File: config.mk
export PLATFORM = sky130hd
export DESIGN_NAME = mips_exec_ctrl
export DESIGN_NICKNAME = d
export VERILOG_FILES = /design/src/rtl/mips_exec_ctrl.sv
export SDC_FILE = /design/constraint.sdc
export NUM_CORES = 1
export LEC_CHECK = 0
export CORE_ASPECT_RATIO = 0.7
export CORE_MARGIN = 4
export CORE_UTILIZATION = 35
export CTS_CLUSTER_SIZE = 12
export DETAILED_ROUTE_END_ITERATION = 12
export PLACE_DENSITY = 0.6
export SETUP_SLACK_MARGIN = 0.05
export SYNTH_ARGS = -nofsm -noshare
export SYNTH_HDL_FRONTEND = slang
export SYNTH_SLANG_ARGS = --single-unit
export TNS_END_PERCENT = 30
File: constraint.sdc
create_clock -name clk -period 2.7 [get_ports clk]
set_clock_uncertainty 0.2 [all_clocks]
set_input_delay 0.54 -clock clk [delete_from_list [all_inputs] [get_ports clk]]
set_output_delay 0.54 -clock clk [all_outputs]
set_load 0.02 [all_outputs]
File: src/rtl/mips_exec_ctrl.sv
// Single-cycle MIPS execute-stage control: main decode, ALU control, ALU and
// one-cycle result/control register with bubble squashing of the control flags.
module mips_exec_ctrl (
    input  logic        clk,
    input  logic        rst,
    input  logic [31:0] instr,
    input  logic [31:0] rs_data,
    input  logic [31:0] rt_data,
    input  logic        bubble,
    output logic [3:0]  aluctl,
    output logic [31:0] alu_result_q,
    output logic        zero_q,
    output logic [4:0]  wrreg_q,
    output logic        regdst_q,
    output logic        branch_q,
    output logic        memread_q,
    output logic        memwrite_q,
    output logic        memtoreg_q,
    output logic        regwrite_q,
    output logic        alusrc_q
);
    localparam int unsigned DW = 32;
    localparam int unsigned RW = 5;

    logic [5:0]    opcode;
    logic [5:0]    funct;
    logic [RW-1:0] rt;
    logic [RW-1:0] rd;
    logic [15:0]   imm;
    logic          unused_rs;

    assign opcode    = instr[31:26];
    assign rt        = instr[20:16];
    assign rd        = instr[15:11];
    assign imm       = instr[15:0];
    assign funct     = instr[5:0];
    assign unused_rs = ^instr[25:21];

    logic       regdst, alusrc, memtoreg, regwrite, memread, memwrite, branch;
    logic [1:0] aluop;

    // Main opcode decode; unknown opcodes decode to a no-op.
    always_comb begin
        regdst   = 1'b0;
        alusrc   = 1'b0;
        memtoreg = 1'b0;
        regwrite = 1'b0;
        memread  = 1'b0;
        memwrite = 1'b0;
        branch   = 1'b0;
        aluop    = 2'b00;
        case (opcode)
            6'b000000: begin regdst = 1'b1; regwrite = 1'b1; aluop = 2'b10; end
            6'b100011: begin alusrc = 1'b1; memtoreg = 1'b1; regwrite = 1'b1; memread = 1'b1; end
            6'b101011: begin alusrc = 1'b1; memwrite = 1'b1; end
            6'b000100: begin branch = 1'b1; aluop = 2'b01; end
            6'b001000: begin alusrc = 1'b1; regwrite = 1'b1; end
            default: ;
        endcase
    end

    // ALU control from aluop and funct.
    always_comb begin
        aluctl = 4'b0000;
        case (aluop)
            2'b00: aluctl = 4'b0010;
            2'b01: aluctl = 4'b0110;
            2'b10: begin
                case (funct)
                    6'b100000: aluctl = 4'b0010;
                    6'b100010: aluctl = 4'b0110;
                    6'b100100: aluctl = 4'b0000;
                    6'b100101: aluctl = 4'b0001;
                    6'b100110: aluctl = 4'b1101;
                    6'b100111: aluctl = 4'b1100;
                    6'b101010: aluctl = 4'b0111;
                    default:   aluctl = 4'b0000;
                endcase
            end
            default: aluctl = 4'b0000;
        endcase
    end

    logic [DW-1:0] alu_b;
    logic [DW-1:0] alu_result_d;
    logic          zero_d;
    logic [RW-1:0] wrreg_d;
    logic          regdst_d, branch_d, memread_d, memwrite_d, memtoreg_d, regwrite_d, alusrc_d;

    assign alu_b = alusrc ? {{16{imm[15]}}, imm} : rt_data;

    always_comb begin
        alu_result_d = '0;
        case (aluctl)
            4'b0000: alu_result_d = rs_data & alu_b;
            4'b0001: alu_result_d = rs_data | alu_b;
            4'b0010: alu_result_d = rs_data + alu_b;
            4'b0110: alu_result_d = rs_data - alu_b;
            4'b0111: alu_result_d = DW'(($signed(rs_data) < $signed(alu_b)) ? 1 : 0);
            4'b1100: alu_result_d = ~(rs_data | alu_b);
            4'b1101: alu_result_d = rs_data ^ alu_b;
            default: alu_result_d = '0;
        endcase
    end

    // Bubble squashes only the control flags; datapath values still flow.
    always_comb begin
        zero_d     = (alu_result_d == '0);
        wrreg_d    = regdst ? rd : rt;
        regdst_d   = regdst   & ~bubble;
        branch_d   = branch   & ~bubble;
        memread_d  = memread  & ~bubble;
        memwrite_d = memwrite & ~bubble;
        memtoreg_d = memtoreg & ~bubble;
        regwrite_d = regwrite & ~bubble;
        alusrc_d   = alusrc   & ~bubble;
    end

    always_ff @(posedge clk or posedge rst) begin
        if (rst) begin
            alu_result_q <= '0;
            zero_q       <= 1'b0;
            wrreg_q      <= '0;
            regdst_q     <= 1'b0;
            branch_q     <= 1'b0;
            memread_q    <= 1'b0;
            memwrite_q   <= 1'b0;
            memtoreg_q   <= 1'b0;
            regwrite_q   <= 1'b0;
            alusrc_q     <= 1'b0;
        end else begin
            alu_result_q <= alu_result_d;
            zero_q       <= zero_d;
            wrreg_q      <= wrreg_d;
            regdst_q     <= regdst_d;
            branch_q     <= branch_d;
            memread_q    <= memread_d;
            memwrite_q   <= memwrite_d;
            memtoreg_q   <= memtoreg_d;
            regwrite_q   <= regwrite_d;
            alusrc_q     <= alusrc_d;
        end
    end
endmodule

# --- Word level (Yosys, flattened, before mapping) ---
# Index checks and enable logic that the tools add are counted.
totals:
  reg_bits: 44
  input_bits: 99
  output_inout_bits: 49
  word_cells: 60
op_classes:
  addsub: 2
  magnitude_cmp: 1
  muxes: 13
  bitwise_logic: 11
  reduce_logical: 6
  eq_ne: 18
op_table:
  columns: ["op", "count"]
  rows:
  - ["$pmux 32 s7", 1]
  - ["$eq 6x6->1 const B", 8]
  - ["$add 32x32->32", 1]
  - ["$and 32x32->32", 1]
  - ["$logic_not 32->1", 1]
  - ["$lt 32x32->1", 1]
  - ["$mux 32", 1]
  - ["$not 32->32", 1]
  - ["$or 32x32->32", 1]
  - ["$sub 32x32->32", 1]
  - ["$xor 32x32->32", 1]
  - ["$pmux 4 s6", 1]
  - ["$pmux 4 s3", 1]
  - ["$eq 4x3->1 const B", 2]
  - ["$eq 4x4->1 const B", 2]
  - ["$mux 1", 7]
  - ["$and 1x1->1", 6]
  - ["$eq 6x3->1 const B", 1]
  - ["$eq 6x4->1 const B", 1]
  - ["$logic_not 6->1", 1]
  - ["$reduce_or 3->1", 2]
  - ["$mux 5", 1]
  - ["$eq 4x1->1 const B", 1]
  - ["$eq 4x2->1 const B", 1]
  - ["6 further kinds", 6]

# --- Longest topological paths before layout ---
# Gate-level depths: netlist of the first run.
depth:
  word_depth: 8
  depth_mapped: 22
  ltp_nobuf: 19

# --- Worst setup path before layout of the first run ---
# No wires, ideal clock.
synth_timing:
  path_type: "input to register"
  start: "input port instr[31]"
  end: "register zero_q"
  stages: 19
  path_buffers: 2
  setup_time_ps: 96
  arrival_ps: 5050
  slack_ps: -2645
  required_time_ps: 2404
  path_cell_list: "and3_1 a21oi_1 nand2b_1 clkbuf_1 buf_1 mux2_2 inv_1 ha_1 o21ba_1 a2111o_1 a211o_1 a32o_1 o22ai_1 nand2_1 or4_1 nor4_2 nand3_1 or4b_1 nor4_2"
synth_between:
  elab_chain_len: 8
  elab_cells_between_ends: 30
  classes_between: "add/sub (2); order compare (1); eq/ne (12); mux (6); bitwise (4); reduce/logical (5)"
synth_lines:
  columns: ["item", "line_no", "source"]
  rows:
  - ["start, declared", "6", "input logic [31:0] instr,"]
  - ["parallel branches: the longest is 6 deep, another holds $sub 32x32->32", null, null]
  - ["$pmux 32 s7 (*)", "94", "case (aluctl)"]
  - ["via alu_result_d[7]", "85", "logic [DW-1:0] alu_result_d;"]
  - ["$logic_not 32->1 (*)", "108", "zero_d = (alu_result_d == '0);"]
  - ["via zero_d", "86", "logic zero_d;"]
  - ["end signal, assigned", "133", "zero_q <= zero_d;"]
  - ["end, declared", "12", "output logic zero_q,"]
# Mark *: on every way through the listed nets, which the timed path passes.

# --- Worst setup path after layout of the first run ---
# Ends and elaborated chain as after synthesis.

==> results.yml, run 1 <==
run_status:
  status: "finished, violations left"
  violations: "setup timing"
global_route:
  grt_pass1_wl_mm: 54.8
  grt_start_max_net_pins: 45
  antenna_found_initial: 0
  grt-ovfl-total: 0
  grt_pass1_vias: 9608
  track_usage_pct: 29.3
job:
  cap_violations: 0
die:
  die_w_um: 182
  start_util_pct: 35.6
  die_area_um2: 23500
  ios: 148
  coreArea_um2: 20800
  fp-row-count: 44
  dieHeight_um: 130
critical_path:
  crit_arrival_ps: 4920
  start_kind: "input pin"
  slowest_stage: "or4b_4"
  end_kind: "register"
  worstPathCellList: "buf_2, and3_4, a21oi_4, nand2b_4, buf_12, mux2_4, inv_4, ha_4, o21ba_4, a2111o_1, a211o_1, a32o_1, o22ai_1, nand2_1, or4_4, nor4_4, nand3_1, or4b_4, nor4_4"
  crit_type: "input pin to register"
  critPathLaunch: "instr[31]"
  cp_common_cell: "nor4_4"
  worstPathRequired_ps: 2690
  max_stage_delay_ps: 570
  worstPathMaxFanout: 6
sta:
  layout_min_cycle_time_ps: 4930
  setup_slack_ps: -2230
  worst_slew_margin_rel_pct: 63.4
  hold_violations: 0
  post-route-period-util_pct: 183
  setup_viol: 37
  worstMarginPinSlew_ps: 546
  fmax_mhz: 203
  finalSetupTns_ps: -40170
  rsz0062_at_grt: "true"
  finalMaxSlewViolations: 0
finish:
  final_core_util_pct: 66.6
  area_delta_synth_final_pct: 86.9
  fillCellCount: 1740
  fin_area_um2: 13800
  layout.nets: 1748
  drive_gt1_share_pct: 43.0
detailed_routing:
  vias: 10100
  drt_iter0_markers: 969
  post_drt_wl_per_cell_um: 20.0
  drc: 0
  totalWireLength_mm: 36.5
  drt-vias-per-instance: 5.55
  drt_first_pass_iters: 6
  postRouteAntennaNets: 0
logic_synthesis:
  async_flop_share_pct: 100
  yosys.cell_types.count: 82
  synth-edff-count: 0
  yosysTopAreaCell: "ha_1"
  yosysWarningCount: 0
  yosysMostFrequentCell: "nand2_1"
  synth_cells: 1024
  syn-num-nets: 1227
  syn-cell-area_um2: 7390
  seq_area_frac_synth_pct: 14.9
  synthTopCellsByCount: "112 x nand2_1, 102 x ha_1, 98 x inv_1"
  synth_area_leaders: "ha_1 17%, dfrtp_1 15%, a21oi_1 6.4%"
  ys_ff_latch: 44
  synth_top_area_share_pct: 17.3
  synthFlopType: "dfrtp_1"
  avgSynthCellArea_um2: 7.22
power_and_ir_drop:
  leakagePower_nw: 6.47
  ir_worst_vdd_v: 0.000255
  power.density_nw_per_um2: 342
  p_total_mw: 4.72
placed_design:
  portBuffers: 142
  dpl-instance-area_um2: 12100
  place_hpwl_mm: 29.1
  gp_congestion: 1.00
  pre_cts_ws_ps: -3150
min_path:
  hold_class: "input pin to async pin"
cts:
  cts-root-buf: "clkbuf_16"
  clkSinkCount: 44
  h-tree-depth: 2
  hold_buffers: 0
  cts_tree: "done"
  numCtsBuffers: 5
  cts.clk_slew.worst_paths_ps: 60
  clk_path_buf_depth: 2
## flip-flops by register name (all words and copies together), names as in the netlist
register,count
memwrite_q,1
regdst_q,1
alusrc_q,1
alu_result_q,32
wrreg_q,5
regwrite_q,1
zero_q,1
branch_q,1
memtoreg_q,1
## critical path: cells and delay by family
family | cells | cell delay, ps
AND/OR/NAND/NOR | 8 | 2000
AO/OA/AOI/OAI | 6 | 1510
buffers and inverters | 3 | 350
multiplexers | 1 | 320
adder cells (fa/ha/maj) | 1 | 200
## placed cells by master (no fill, tap or decap), types with 7 or more instances in the layout
cell and count:
a21o_1 8, a21oi_1 70, a21oi_2 21, a221o_1 12
a221oi_1 13, and3_1 10, buf_4 391, buf_6 40
clkdlybuf4s50_1 128, dfrtp_1 44, ha_1 76, ha_4 21
inv_1 80, inv_2 10, inv_4 9, mux2_4 11
nand2_1 102, nand2_2 7, nand2b_1 12, nand3_1 26
nand3_2 7, nand4_1 9, nor2_1 78, nor3_1 18
nor4_1 7, nor4_2 9, o211ai_1 16, o21ai_0 23
o21ai_1 11, o21bai_1 7, o31ai_1 8, xnor2_1 8
xor2_1 8
## area by class of cell
| cell class | count | area (um2) | share of cell area (%) |
|---|---|---|---|
| Sequential cell | 44 | 1100 | 7.97 |
| Timing Repair Buffer | 577 | 4900 | 35.4 |
| Clock buffer | 5 | 125 | 0.905 |
| Inverter | 99 | 394 | 2.85 |
| Antenna cell | 1 | 2.50 | 0.0181 |
| Clock inverter | 3 | 18.8 | 0.136 |
| Multi-Input combinational cell | 818 | 6930 | 50.2 |
| Tap cell | 276 | 345 | 2.50 |
## metal layers
| layer | global-route usage, % | share of wire, % | vias to the layer above |
|---|---|---|---|
| met5 | 0 | 0 | - |
| met4 | 4.94 | 1.1 | 0 |
| met3 | 9.12 | 12 | 43 |
| met2 | 42.7 | 40 | 534 |
| met1 | 43.0 | 47 | 4757 |
| li1 | - | - | 4779 |
## worst paths after layout
| kind | endpoint | cells past startpoint | slack (ps) |
|---|---|---|---|
| min in group clk | memtoreg_q | 4 | 500 |
| max in group asynchronous | alu_result_q[10] | 3 | 1440 |
| worst max-delay path | zero_q | 19 | -2230 |
| worst min-delay path | alu_result_q[17] | 3 | 500 |
## power breakdown
group / switching [mW] / internal, mW
clock network: 0.238 / 0.340
logic: 1.66 / 1.69
registers: 0.0296 / 0.762
## per-stage QoR
stage	hold slack, ps	cells
after global routing	501	1822
after CTS	472	1810
final	497	1823
after global placement	812	1766
after detailed placement	810	1766
after floorplan	406	1024
## kinds of logic (layout without fill, tap and decap cells)
family | count (synthesis) | after routing | synth area share, %
AOI/OAI and AO/OA | 326 | 326 | 30.8
xor gates and xnor gates | 17 | 17 | 2.01
adders and majority gates | 104 | 104 | 17.8
buffers and inverters | 162 | 684 | 8.60
DFF | 44 | 44 | 14.9
muxes | 19 | 19 | 2.81
other | 0 | 1 | 0
and+or+nand+nor | 352 | 352 | 23.1
## what timing repair did
item / CTS / global route
setup buffers: 36 / 18
setup endpoints to repair: 37 / 37
resized for setup: 199 / 110
cloned: 1 / 0
pin swaps: 50 / 59
Note: power is estimated with default switching activity, not from simulation.
==> run 2: changes to the inputs <==
SLEW_MARGIN = 20   (was not set)
==> results of run 2 <==
No change in the layout: final DEF, timing and power equal those of run 1.
